File: config.mk
export PLATFORM = sky130hd
export DESIGN_NAME = spi_reg_slave
export DESIGN_NICKNAME = d
export VERILOG_FILES = /design/src/rtl/spi_reg_slave.sv
export SDC_FILE = /design/constraint.sdc
export NUM_CORES = 1
export LEC_CHECK = 0
export CORE_ASPECT_RATIO = 0.6
export CORE_MARGIN = 2
export CORE_UTILIZATION = 44
export DETAILED_ROUTE_END_ITERATION = 16
export GPL_TIMING_DRIVEN = 0
export PLACE_DENSITY = 0.65
export SETUP_SLACK_MARGIN = 0.1
export SLEW_MARGIN = 40
export SYNTH_ARGS = -nofsm -noshare
export SYNTH_HDL_FRONTEND = slang
export SYNTH_SLANG_ARGS = --single-unit
File: constraint.sdc
create_clock -name clk -period 2.2 [get_ports clk]
set_input_delay 0.33 -clock clk [delete_from_list [all_inputs] [get_ports clk]]
set_output_delay 0.33 -clock clk [all_outputs]
set_load 0.02 [all_outputs]
File: src/rtl/spi_reg_slave.sv
// spi_reg_slave: SPI mode-0 slave that turns host byte frames into a clk-domain register bus.
// Define SPI_REG_AUTOINC_EN to step regnum after every burst write and every read reload.
module spi_reg_slave #(
    parameter int SYNC_STAGES = 2
) (
    input  logic       clk,
    input  logic       rst,
    input  logic       ss,
    input  logic       sck,
    input  logic       mosi,
    output logic       miso,
    output logic [6:0] regnum,
    input  logic [7:0] regdata_read,
    output logic [7:0] regdata_write,
    output logic       read,
    output logic       write
);

    typedef enum logic [1:0] {
        IDLE,
        CMD,
        WR_DATA,
        RD_DATA
    } state_t;

`ifdef SPI_REG_AUTOINC_EN
    localparam logic [6:0] REG_STEP = 7'd1;
`else
    localparam logic [6:0] REG_STEP = 7'd0;
`endif

    logic [SYNC_STAGES-1:0] ss_sync_q, ss_sync_d;
    logic [SYNC_STAGES-1:0] sck_sync_q, sck_sync_d;
    logic [SYNC_STAGES-1:0] mosi_sync_q, mosi_sync_d;
    logic                   sck_prev_q, sck_prev_d;

    state_t     state_q, state_d;
    logic [2:0] bitcnt_q, bitcnt_d;
    logic [7:0] rx_q, rx_d;
    logic [7:0] tx_q, tx_d;
    logic [6:0] regnum_q, regnum_d;
    logic [7:0] wdata_q, wdata_d;
    logic       read_q, read_d;
    logic       write_q, write_d;
    logic       miso_q, miso_d;
    logic       armed_q, armed_d;

    logic       ss_s, sck_s, mosi_s;
    logic       sck_rise, sck_fall, byte_done;
    logic [7:0] byte_in;

    // Synchronizer shift chains and sck edge detection on the synced copy
    always_comb begin
        ss_sync_d   = {ss_sync_q[SYNC_STAGES-2:0], ss};
        sck_sync_d  = {sck_sync_q[SYNC_STAGES-2:0], sck};
        mosi_sync_d = {mosi_sync_q[SYNC_STAGES-2:0], mosi};
        ss_s        = ss_sync_q[SYNC_STAGES-1];
        sck_s       = sck_sync_q[SYNC_STAGES-1];
        mosi_s      = mosi_sync_q[SYNC_STAGES-1];
        sck_prev_d  = sck_s;
        sck_rise    = sck_s & ~sck_prev_q;
        sck_fall    = ~sck_s & sck_prev_q;
        byte_in     = {rx_q[6:0], mosi_s};
        byte_done   = sck_rise && (bitcnt_q == 3'd7);
    end

    // Frame sequencing: byte assembly, strobes, regnum updates and miso shifting
    always_comb begin
        state_d  = state_q;
        bitcnt_d = bitcnt_q;
        rx_d     = rx_q;
        tx_d     = tx_q;
        regnum_d = regnum_q;
        wdata_d  = wdata_q;
        read_d   = 1'b0;
        write_d  = 1'b0;
        // A frame may only start after ss has been seen high, so a reset
        // in the middle of a frame ignores the remainder of that frame.
        armed_d  = armed_q | ss_s;

        if (read_q) begin
            tx_d = regdata_read;
        end
        if (write_q) begin
            regnum_d = regnum_q + REG_STEP;
        end

        if (ss_s) begin
            state_d  = IDLE;
            bitcnt_d = 3'd0;
            rx_d     = 8'h00;
        end else if (state_q == IDLE) begin
            if (armed_q) begin
                state_d = CMD;
            end
        end else begin
            if (sck_rise) begin
                bitcnt_d = bitcnt_q + 3'd1;
                rx_d     = byte_in;
            end
            // The fall that follows a completed byte keeps the fresh MSB
            if (state_q == RD_DATA && sck_fall && bitcnt_q != 3'd0 && !read_q) begin
                tx_d = {tx_q[6:0], 1'b0};
            end
            if (byte_done) begin
                unique case (state_q)
                    CMD: begin
                        regnum_d = byte_in[6:0];
                        tx_d     = 8'h00;
                        if (byte_in[7]) begin
                            state_d = WR_DATA;
                        end else begin
                            state_d = RD_DATA;
                            read_d  = 1'b1;
                        end
                    end
                    WR_DATA: begin
                        wdata_d = byte_in;
                        write_d = 1'b1;
                    end
                    RD_DATA: begin
                        regnum_d = regnum_q + REG_STEP;
                        read_d   = 1'b1;
                    end
                    default: begin
                    end
                endcase
            end
        end

        miso_d = (state_d == RD_DATA) ? tx_d[7] : 1'b0;
    end

    // State and registered outputs
    always_ff @(posedge clk) begin
        if (rst) begin
            ss_sync_q   <= '0;
            sck_sync_q  <= '0;
            mosi_sync_q <= '0;
            sck_prev_q  <= 1'b0;
            state_q     <= IDLE;
            bitcnt_q    <= 3'd0;
            rx_q        <= 8'h00;
            tx_q        <= 8'h00;
            regnum_q    <= 7'd0;
            wdata_q     <= 8'h00;
            read_q      <= 1'b0;
            write_q     <= 1'b0;
            miso_q      <= 1'b0;
            armed_q     <= 1'b0;
        end else begin
            ss_sync_q   <= ss_sync_d;
            sck_sync_q  <= sck_sync_d;
            mosi_sync_q <= mosi_sync_d;
            sck_prev_q  <= sck_prev_d;
            state_q     <= state_d;
            bitcnt_q    <= bitcnt_d;
            rx_q        <= rx_d;
            tx_q        <= tx_d;
            regnum_q    <= regnum_d;
            wdata_q     <= wdata_d;
            read_q      <= read_d;
            write_q     <= write_d;
            miso_q      <= miso_d;
            armed_q     <= armed_d;
        end
    end

    assign miso          = miso_q;
    assign regnum        = regnum_q;
    assign regdata_write = wdata_q;
    assign read          = read_q;
    assign write         = write_q;

endmodule

==> flow_metrics.env, run 1 <==
export IMPL_holdCritPathClass="register to register"
export IMPL_via_per_inst=5.08
export IMPL_synth_top_area_cell="dfxtp_1"
export IMPL_r2r_end="miso$_SDFF_PP0_"
export IMPL_num_rows=17
export IMPL_power_frac_clock=0.371
export IMPL_overflow=0
export IMPL_status="complete, no violations"
export IMPL_start_kind="register"
export IMPL_clkTransAtPathRegs_ps=90
export IMPL_fin_hold_ws_ps=450
export IMPL_fillers=327
export IMPL_leakagePower_nw=0.727
export IMPL_die_y_um=52.9
export IMPL_p_seq_frac=0.584
export IMPL_r2r_slack_ps=250
export IMPL_drv_cap=0
export IMPL_synth_area_leaders="dfxtp_1, mux2i_1, nor2_1"
export IMPL_final_hold_violation_count=0
export IMPL_path_class="register to register"
export IMPL_worstSkewPairLatency_ps=300
export IMPL_num_io_pins=31
export IMPL_wl_per_cell_um=14.2
export IMPL_worstHoldPathCells=1
export IMPL_grt_use_total=0.170
export IMPL_cts_tree="yes"
export IMPL_worstHoldStart="sck_sync_q[0]$_SDFF_PP0_"
export IMPL_drc=0
export IMPL_syn_num_nets=184
export IMPL_port_buffer_count=30
export IMPL_cts_root_buf="clkbuf_8"
export IMPL_grt_max_degree=15
export IMPL_final_cell_count_no_fill=254
export IMPL_syn_inst=168
export IMPL_htreeDepth=2
export IMPL_synth_avg_cell_area_um2=10.4
export IMPL_fmax_ghz=0.512
export IMPL_area_delta_synth_final_pct=27.6
export IMPL_grt_setup_unrepaired="no"
export IMPL_ctsHoldBuffers=0
export IMPL_dp_cells=245
export IMPL_yosysWarnings=0
export IMPL_grt_pass1_wl_um=5730
export IMPL_route_vias_total=1291
export IMPL_holdPathEnd="sck_sync_q[1]$_SDFF_PP0_"
export IMPL_maxSlewViolCount=0
export IMPL_p_int_mw=1.13
export IMPL_crit_required_ps=2390
export IMPL_drt_iter0_markers=66
export IMPL_numCtsBuffers=5
export IMPL_drive_gt1_frac=0.0870
export IMPL_worst_pin_slew_ps=588
export IMPL_fin_tns_setup_ps=0
export IMPL_pre_cts_ws_ps=106
export IMPL_worst_slack_ps=247
export IMPL_synth_top_cell_area_share=0.525
export IMPL_dpl_hpwl_um=2590
export IMPL_grt_pass1_vias=1217
export IMPL_die_w_um=85.5
export IMPL_dieArea_um2=4520
export IMPL_rr_worst_depth=6
export IMPL_detail_route_antenna_nets=0
export IMPL_wirelength_um=3600
export IMPL_place_congestion=0.716
export IMPL_setup_worst_path_end_class="register"
export IMPL_n_antenna_cell=0
export IMPL_r2r_start="bitcnt_q[0]$_SDFFE_PP0P_"
export IMPL_crit_path_max_fanout=3
export IMPL_p_sw_frac=0.223
export IMPL_setup_violations=0
export IMPL_fin_skew_ps=5.72
export IMPL_antenna_found_initial=0
export IMPL_cts_max_path_buffers=2
export IMPL_powerDensity_nw_per_um2=648
export IMPL_period_minus_slack_ps=1950
export IMPL_post_route_period_util=0.888
export IMPL_firstDrtPassIters=4
export IMPL_mostFrequentLayoutCell="dfxtp_1"
export IMPL_ir_worst_vdd_v=0.000307
export IMPL_fin_nets=222
export IMPL_layout_common_cells="dfxtp_1, mux2i_1, clkdlybuf4s50_1"
export IMPL_netlist_cell_type_count=32
export IMPL_core_area_um2=3740
export IMPL_comb_power_share=0.045
export IMPL_worstPathArrival_ps=2150
export IMPL_net_switching_power_uw=323
export IMPL_p_total_mw=1.45
export IMPL_start_util=0.469
export IMPL_yosysSeqAreaShare=0.525
export IMPL_synth_seq_cells=46
export IMPL_netlist_area_um2=1750
export IMPL_cts_sinks=46
export IMPL_relSlewSlack=0.608
## through the flow
stage	cell area [um^2]	utilization
after floorplan	1750	-
after global placement	2110	0.565
after detailed placement	2110	0.565
after CTS	2210	0.590
after global routing	2240	0.598
final	2240	0.598
## worst max-delay path by stage
stage / start / end / slack (ps) / depth (start not counted)
detailed placement: rst / tx_q[2]$_SDFF_PP0_ / 110 / 6
global route: rst / tx_q[6]$_SDFF_PP0_ / 170 / 6
global placement: rst / tx_q[6]$_SDFF_PP0_ / 110 / 6
floorplan: bitcnt_q[0]$_SDFFE_PP0P_ / miso$_SDFF_PP0_ / 400 / 6
finish: bitcnt_q[0]$_SDFFE_PP0P_ / miso$_SDFF_PP0_ / 250 / 6
CTS: bitcnt_q[0]$_SDFFE_PP0P_ / regnum[3]$_SDFFE_PP0P_ / 190 / 6
## state kept, by name, summed over array words and instances, names as in the netlist
signal / flops
regdata_write: 8
tx_q: 8
regnum: 7
rx_q: 7
bitcnt_q: 3
mosi_sync_q: 2
sck_sync_q: 2
ss_sync_q: 2
state_q: 2
armed_q: 1
miso: 1
read: 1
sck_prev_q: 1
write: 1
## cell usage after synthesis, drive strengths merged
master   number
dfxtp        46
mux2i        31
nor2         29
nand2         9
nor2b         8
o31ai         6
clkbuf        5
inv           4
a21oi         3
buf           3
ha            3
nor4          3
nand4b        2
nor3          2
a2111oi       1
a211oi        1
and2          1
mux2          1
nand2b        1
nand3         1
nand3b        1
nor3b         1
o21ai         1
o21bai        1
o31a          1
or2           1
or3           1
xnor2         1
## power groups by stage
stage	registers [mW]	clock network, mW	logic [mW]
3_3_place_gp	0.866	0	0.0631
4_1_cts	0.846	0.548	0.0661
5_1_grt	0.848	0.588	0.0710
2_1_floorplan	0.864	0	0.0333
3_5_place_dp	0.866	0	0.0649
6_report	0.847	0.537	0.0657
## layer usage
metal,track usage,vias up,part of all wire
met5,0,-,0
met4,0.0608,0,0.0081
met3,0.0484,4,0.049
met2,0.262,35,0.44
met1,0.228,603,0.51
li1,-,649,-
## critical path, stage by stage (launching register included)
cell and delay [ps]:
dfxtp_1 370, inv_1 60, ha_1 180, nor2b_1 150, or3_1 410, o31a_1 340
a2111oi_2 350
## layout make-up
cell class	instances	area (um^2)	share of cell area
Sequential cell	46	921	0.411
Multi-Input combinational cell	110	792	0.354
Timing Repair Buffer	31	320	0.143
Clock buffer	6	82.6	0.0369
Tap cell	47	58.8	0.0263
Buffer	8	36.3	0.0162
Inverter	4	15.0	0.00671
Clock inverter	2	12.5	0.00559
## what timing repair did
item | CTS | global route
hold endpoints to repair | 0 | 0
setup buffers | 0 | 1
setup endpoints to repair | 0 | 11
gates resized for setup | 0 | 2
## cells by family after synthesis
kind of cell,count (synthesis),synth area share
DFF,46,0.525
adders and majority gates,3,0.0214
and+or+nand+nor,60,0.177
buffers and inverters,12,0.0292
muxes,32,0.183
xor gates and xnor gates,1,0.00499
AOI/OAI and AO/OA,14,0.0592
No activity file was read; power rests on OpenSTA's default activity.
==> run 2, diff against run 1 <==
- GPL_TIMING_DRIVEN: 0 -> not set
==> flow_metrics.env, run 2 (synthesis gave the netlist of run 1 again) <==
export IMPL_dpl_hpwl_um=2340
export IMPL_start_util=0.469
export IMPL_clkTransAtPathRegs_ps=80
export IMPL_worstHoldStart="sck_sync_q[0]$_SDFF_PP0_"
export IMPL_powerDensity_nw_per_um2=674
export IMPL_critPathTopFamily="compound AO/OA/AOI/OAI gates"
export IMPL_overflow=0
export IMPL_fin_skew_ps=9.45
export IMPL_wirelength_um=3240
export IMPL_worst_pin_slew_ps=563
export IMPL_wl_per_cell_um=13.0
export IMPL_holdPathEnd="sck_sync_q[1]$_SDFF_PP0_"
export IMPL_mostFrequentLayoutCell="dfxtp_1"
export IMPL_ir_worst_vdd_v=0.000589
export IMPL_grt_pass1_wl_um=5610
export IMPL_status="complete, no violations"
export IMPL_layout_common_cells="dfxtp_1, mux2i_1, clkdlybuf4s50_1"
export IMPL_n_antenna_cell=0
export IMPL_worstPathArrival_ps=2170
export IMPL_drt_iter0_markers=36
export IMPL_r2r_start="bitcnt_q[0]$_SDFFE_PP0P_"
export IMPL_leakagePower_nw=0.734
export IMPL_cts_root_buf="clkbuf_8"
export IMPL_firstDrtPassIters=5
export IMPL_numCtsBuffers=5
export IMPL_htreeDepth=2
export IMPL_drive_gt1_frac=0.0936
export IMPL_post_cts_setup_buffers=0
export IMPL_antenna_found_initial=0
export IMPL_crit_path_max_fanout=3
export IMPL_die_y_um=52.9
export IMPL_worstSkewPairLatency_ps=290
export IMPL_detail_route_antenna_nets=0
export IMPL_drv_cap=0
export IMPL_grt_use_total=0.165
export IMPL_cts_max_path_buffers=2
export IMPL_rr_worst_depth=6
export IMPL_fmax_ghz=0.504
export IMPL_crit_buf_inv=1
export IMPL_grt_setup_unrepaired="no"
export IMPL_critical_path_max_stage_delay_ps=420
export IMPL_r2r_slack_ps=220
export IMPL_fin_nets=218
export IMPL_route_vias_total=1269
export IMPL_core_area_um2=3740
export IMPL_holdCritPathClass="register to register"
export IMPL_post_route_period_util=0.902
export IMPL_grt_pass1_vias=1267
export IMPL_num_rows=17
export IMPL_cts_tree="yes"
export IMPL_final_hold_violation_count=0
export IMPL_num_io_pins=31
export IMPL_setup_violations=0
export IMPL_port_buffer_count=30
export IMPL_via_per_inst=5.08
export IMPL_dieArea_um2=4520
export IMPL_worstHoldPathCells=1
export IMPL_worst_path_max_delay_cell="or3_1"
export IMPL_period_minus_slack_ps=1980
export IMPL_area_delta_synth_final_pct=27.2
export IMPL_fin_tns_setup_ps=0
export IMPL_drc=0
export IMPL_fin_util=0.596
export IMPL_start_kind="register"
export IMPL_maxSlewViolCount=0
export IMPL_grt_max_degree=32
export IMPL_path_class="register to register"
export IMPL_place_congestion=0.733
export IMPL_setup_worst_path_end_class="register"
export IMPL_relSlewSlack=0.621
export IMPL_crit_path_cell_trace="inv_1, ha_1, nor2b_1, or3_1, o31a_1, a2111oi_2"
export IMPL_r2r_end="miso$_SDFF_PP0_"
export IMPL_crit_required_ps=2390
export IMPL_die_w_um=85.5
export IMPL_cts_sinks=46
-- run 2: cell count changes in the layout (fill, tap and decap cells not counted), sizes merged --
cell and delta:
clkinvlp -1, bufinv +1, clkbuf -4, clkinv -1
buf +1
-- run 2: worst max-delay path by stage --
| stage | from | end | slack, ps | cells after the start |
|---|---|---|---|---|
| floorplan | bitcnt_q[0]$_SDFFE_PP0P_ | miso$_SDFF_PP0_ | 400 | 6 |
| global placement | bitcnt_q[0]$_SDFFE_PP0P_ | tx_q[6]$_SDFF_PP0_ | 340 | 6 |
| detailed placement | bitcnt_q[0]$_SDFFE_PP0P_ | miso$_SDFF_PP0_ | 260 | 6 |
| CTS | read$_SDFF_PP0_ | read | 170 | 1 |
| global route | bitcnt_q[0]$_SDFFE_PP0P_ | miso$_SDFF_PP0_ | 110 | 6 |
| finish | bitcnt_q[0]$_SDFFE_PP0P_ | miso$_SDFF_PP0_ | 220 | 6 |
-- run 2: per-stage QoR --
stage | total power [mW] | instances | instance area [um^2] | hold WS (ps) | setup slack, ps
2_1_floorplan | 0.898 | 168 | 1750 | 402 | 403
4_1_cts | 1.53 | 250 | 2230 | 445 | 165
6_report | 1.50 | 250 | 2230 | 444 | 217
5_1_grt | 1.57 | 250 | 2230 | 461 | 107
3_5_place_dp | 0.929 | 242 | 2120 | 425 | 258
3_3_place_gp | 0.927 | 242 | 2120 | 429 | 336
-- run 2: layout make-up --
class / instances / area, um^2
fillers: 316 / 1510
repair buffers: 35 / 338
inverters: 4 / 15.0
clock buffers: 7 / 76.3
well taps: 47 / 58.8
flip-flops and latches: 46 / 922
clock inverters: 1 / 30.0
multi-input cells: 110 / 791
-- run 2: metal layers --
layer | track usage | share of wire | vias up | wire (um)
met3 | 0.0515 | 0.039 | 6 | 125
met1 | 0.218 | 0.52 | 600 | 1690
met5 | 0 | 0 | - | 0
met4 | 0.0794 | 0.019 | 0 | 61
met2 | 0.247 | 0.42 | 25 | 1360
li1 | - | - | 638 | -
-- run 2: what timing repair did --
action / in CTS / in global routing
resized for setup: 0 / 2
setup endpoints to repair: 0 / 6
endpoints found under the hold margin: 0 / 0
hold buffers: 0 / 0
-- run 2: report_power, final --
group          internal [mW]  switching (mW)  total (mW)
combinational         0.0327          0.0276      0.0603
sequential             0.841         0.00744       0.849
clock                  0.340           0.256       0.596
total                   1.21           0.291        1.50
-- run 2: worst reg2reg max path, stage by stage, from the launching register on --
cell and delay, ps:
dfxtp_1 370, inv_1 60, ha_1 190, nor2b_1 140
or3_1 420, o31a_1 330, a2111oi_2 370
==> run 3, diff against run 2 <==
- CELL_PAD_IN_SITES_DETAIL_PLACEMENT: not set -> 1
- CELL_PAD_IN_SITES_GLOBAL_PLACEMENT: not set -> 2
- CORE_UTILIZATION: 44 -> 32
- PLACE_DENSITY: 0.65 -> 0.73
- SLEW_MARGIN: 40 -> 5
==> flow_metrics.env, run 3 (synthesis gave the netlist of run 1 again) <==
export IMPL_path_class="register to register"
export IMPL_setup_violations=0
export IMPL_leakagePower_nw=0.737
export IMPL_drc=0
export IMPL_setup_worst_path_end_class="register"
export IMPL_area_delta_synth_final_pct=28.0
export IMPL_holdCritPathClass="register to register"
export IMPL_drive_gt1_frac=0.0976
export IMPL_cts_max_path_buffers=2
export IMPL_relSlewSlack=0.616
export IMPL_core_area_um2=5180
export IMPL_die_y_um=61.4
export IMPL_final_cell_count_no_fill=271
export IMPL_rr_worst_depth=6
export IMPL_fin_util=0.433
export IMPL_crit_required_ps=2400
export IMPL_firstDrtPassIters=4
export IMPL_ctsResizeCount=0
export IMPL_overflow=0
export IMPL_worst_pin_slew_ps=571
export IMPL_drv_cap=0
export IMPL_antenna_found_initial=0
export IMPL_crit_path_max_fanout=3
export IMPL_maxSlewViolCount=0
export IMPL_place_congestion=0.727
export IMPL_drt_iter0_markers=18
export IMPL_worstHoldPathCells=1
export IMPL_final_hold_violation_count=0
export IMPL_num_io_pins=31
export IMPL_p_sw_frac=0.225
export IMPL_grt_use_total=0.134
export IMPL_worstSkewPairLatency_ps=300
export IMPL_comb_power_share=0.043
export IMPL_net_switching_power_uw=318
export IMPL_post_route_period_util=0.868
export IMPL_power_frac_clock=0.357
export IMPL_layout_common_cells="dfxtp_1, mux2i_1, clkdlybuf4s50_1"
export IMPL_p_int_mw=1.10
export IMPL_grt_pass1_wl_um=6210
export IMPL_wirelength_um=3720
export IMPL_post_cts_setup_buffers=0
export IMPL_fmax_ghz=0.524
export IMPL_dieArea_um2=6110
export IMPL_fin_tns_setup_ps=0
export IMPL_ctsHoldBuffers=0
export IMPL_fin_skew_ps=9.11
export IMPL_die_w_um=99.6
export IMPL_period_minus_slack_ps=1910
export IMPL_fin_nets=220
export IMPL_p_seq_frac=0.600
export IMPL_via_per_inst=4.76
export IMPL_start_kind="register"
export IMPL_mostFrequentLayoutCell="dfxtp_1"
export IMPL_htreeDepth=2
export IMPL_status="complete, no violations"
export IMPL_cts_root_buf="clkbuf_8"
export IMPL_ir_worst_vdd_v=0.000342
export IMPL_dpl_hpwl_um=2720
export IMPL_grt_setup_unrepaired="no"
export IMPL_p_total_mw=1.42
export IMPL_n_antenna_cell=0
export IMPL_num_rows=20
export IMPL_start_util=0.339
export IMPL_wl_per_cell_um=13.7
export IMPL_worstPathArrival_ps=2110
export IMPL_dp_cells=263
export IMPL_route_vias_total=1289
export IMPL_port_buffer_count=30
export IMPL_grt_max_degree=32
export IMPL_powerDensity_nw_per_um2=631
export IMPL_cts_tree="yes"
export IMPL_numCtsBuffers=5
export IMPL_detail_route_antenna_nets=0
export IMPL_clkTransAtPathRegs_ps=90
export IMPL_cts_sinks=46
export IMPL_fin_hold_ws_ps=448
export IMPL_grt_pass1_vias=1268
-- run 3: cell count changes in the layout (fill, tap and decap cells not counted), sizes merged --
cell	previous run	this run
bufinv	1	0
clkbuf	7	6
clkinv	0	2
buf	5	7
-- run 3: metrics by stage --
| step | worst slack, ps | area, um^2 |
|---|---|---|
| 2_1_floorplan | 403 | 1750 |
| 3_3_place_gp | 338 | 2160 |
| 3_5_place_dp | 294 | 2160 |
| 4_1_cts | 266 | 2240 |
| 5_1_grt | 158 | 2240 |
| 6_report | 290 | 2240 |
-- run 3: power groups by stage --
| stage | Combinational [mW] | Sequential (mW) | Clock, mW |
|---|---|---|---|
| after floorplan | 0.0333 | 0.864 | 0 |
| after global placement | 0.0596 | 0.868 | 0 |
| after detailed placement | 0.0618 | 0.869 | 0 |
| after CTS | 0.0622 | 0.849 | 0.521 |
| after global routing | 0.0678 | 0.851 | 0.570 |
| final | 0.0612 | 0.849 | 0.506 |
-- run 3: layout make-up --
cell class / instances / area, um^2
fillers: 568 / 2940
flip-flops and latches: 46 / 921
multi-input cells: 110 / 787
repair buffers: 37 / 353
well taps: 66 / 82.6
clock buffers: 6 / 72.6
inverters: 4 / 15.0
clock inverters: 2 / 13.8
-- run 3: final timing paths --
path / start / endpoint / slack [ps]
max: bitcnt_q[0]$_SDFFE_PP0P_ / miso$_SDFF_PP0_ / 290
min: mosi_sync_q[0]$_SDFF_PP0_ / mosi_sync_q[1]$_SDFF_PP0_ / 450
max reg2reg: bitcnt_q[0]$_SDFFE_PP0P_ / miso$_SDFF_PP0_ / 290
min reg2reg: mosi_sync_q[0]$_SDFF_PP0_ / mosi_sync_q[1]$_SDFF_PP0_ / 450
-- run 3: routing by layer --
| layer | vias up | part of all wire | GRT usage |
|---|---|---|---|
| met5 | - | 0 | 0 |
| met4 | 0 | 0.013 | 0.0528 |
| met3 | 6 | 0.031 | 0.0420 |
| met2 | 20 | 0.41 | 0.194 |
| met1 | 620 | 0.55 | 0.190 |
| li1 | 643 | - | - |
-- run 3: critical path: stages, from the launching register on --
cell       delay (ps)
dfxtp_1           380
inv_1              60
ha_1              180
nor2b_1           140
or3_1             400
o31a_1            330
a2111oi_2         340
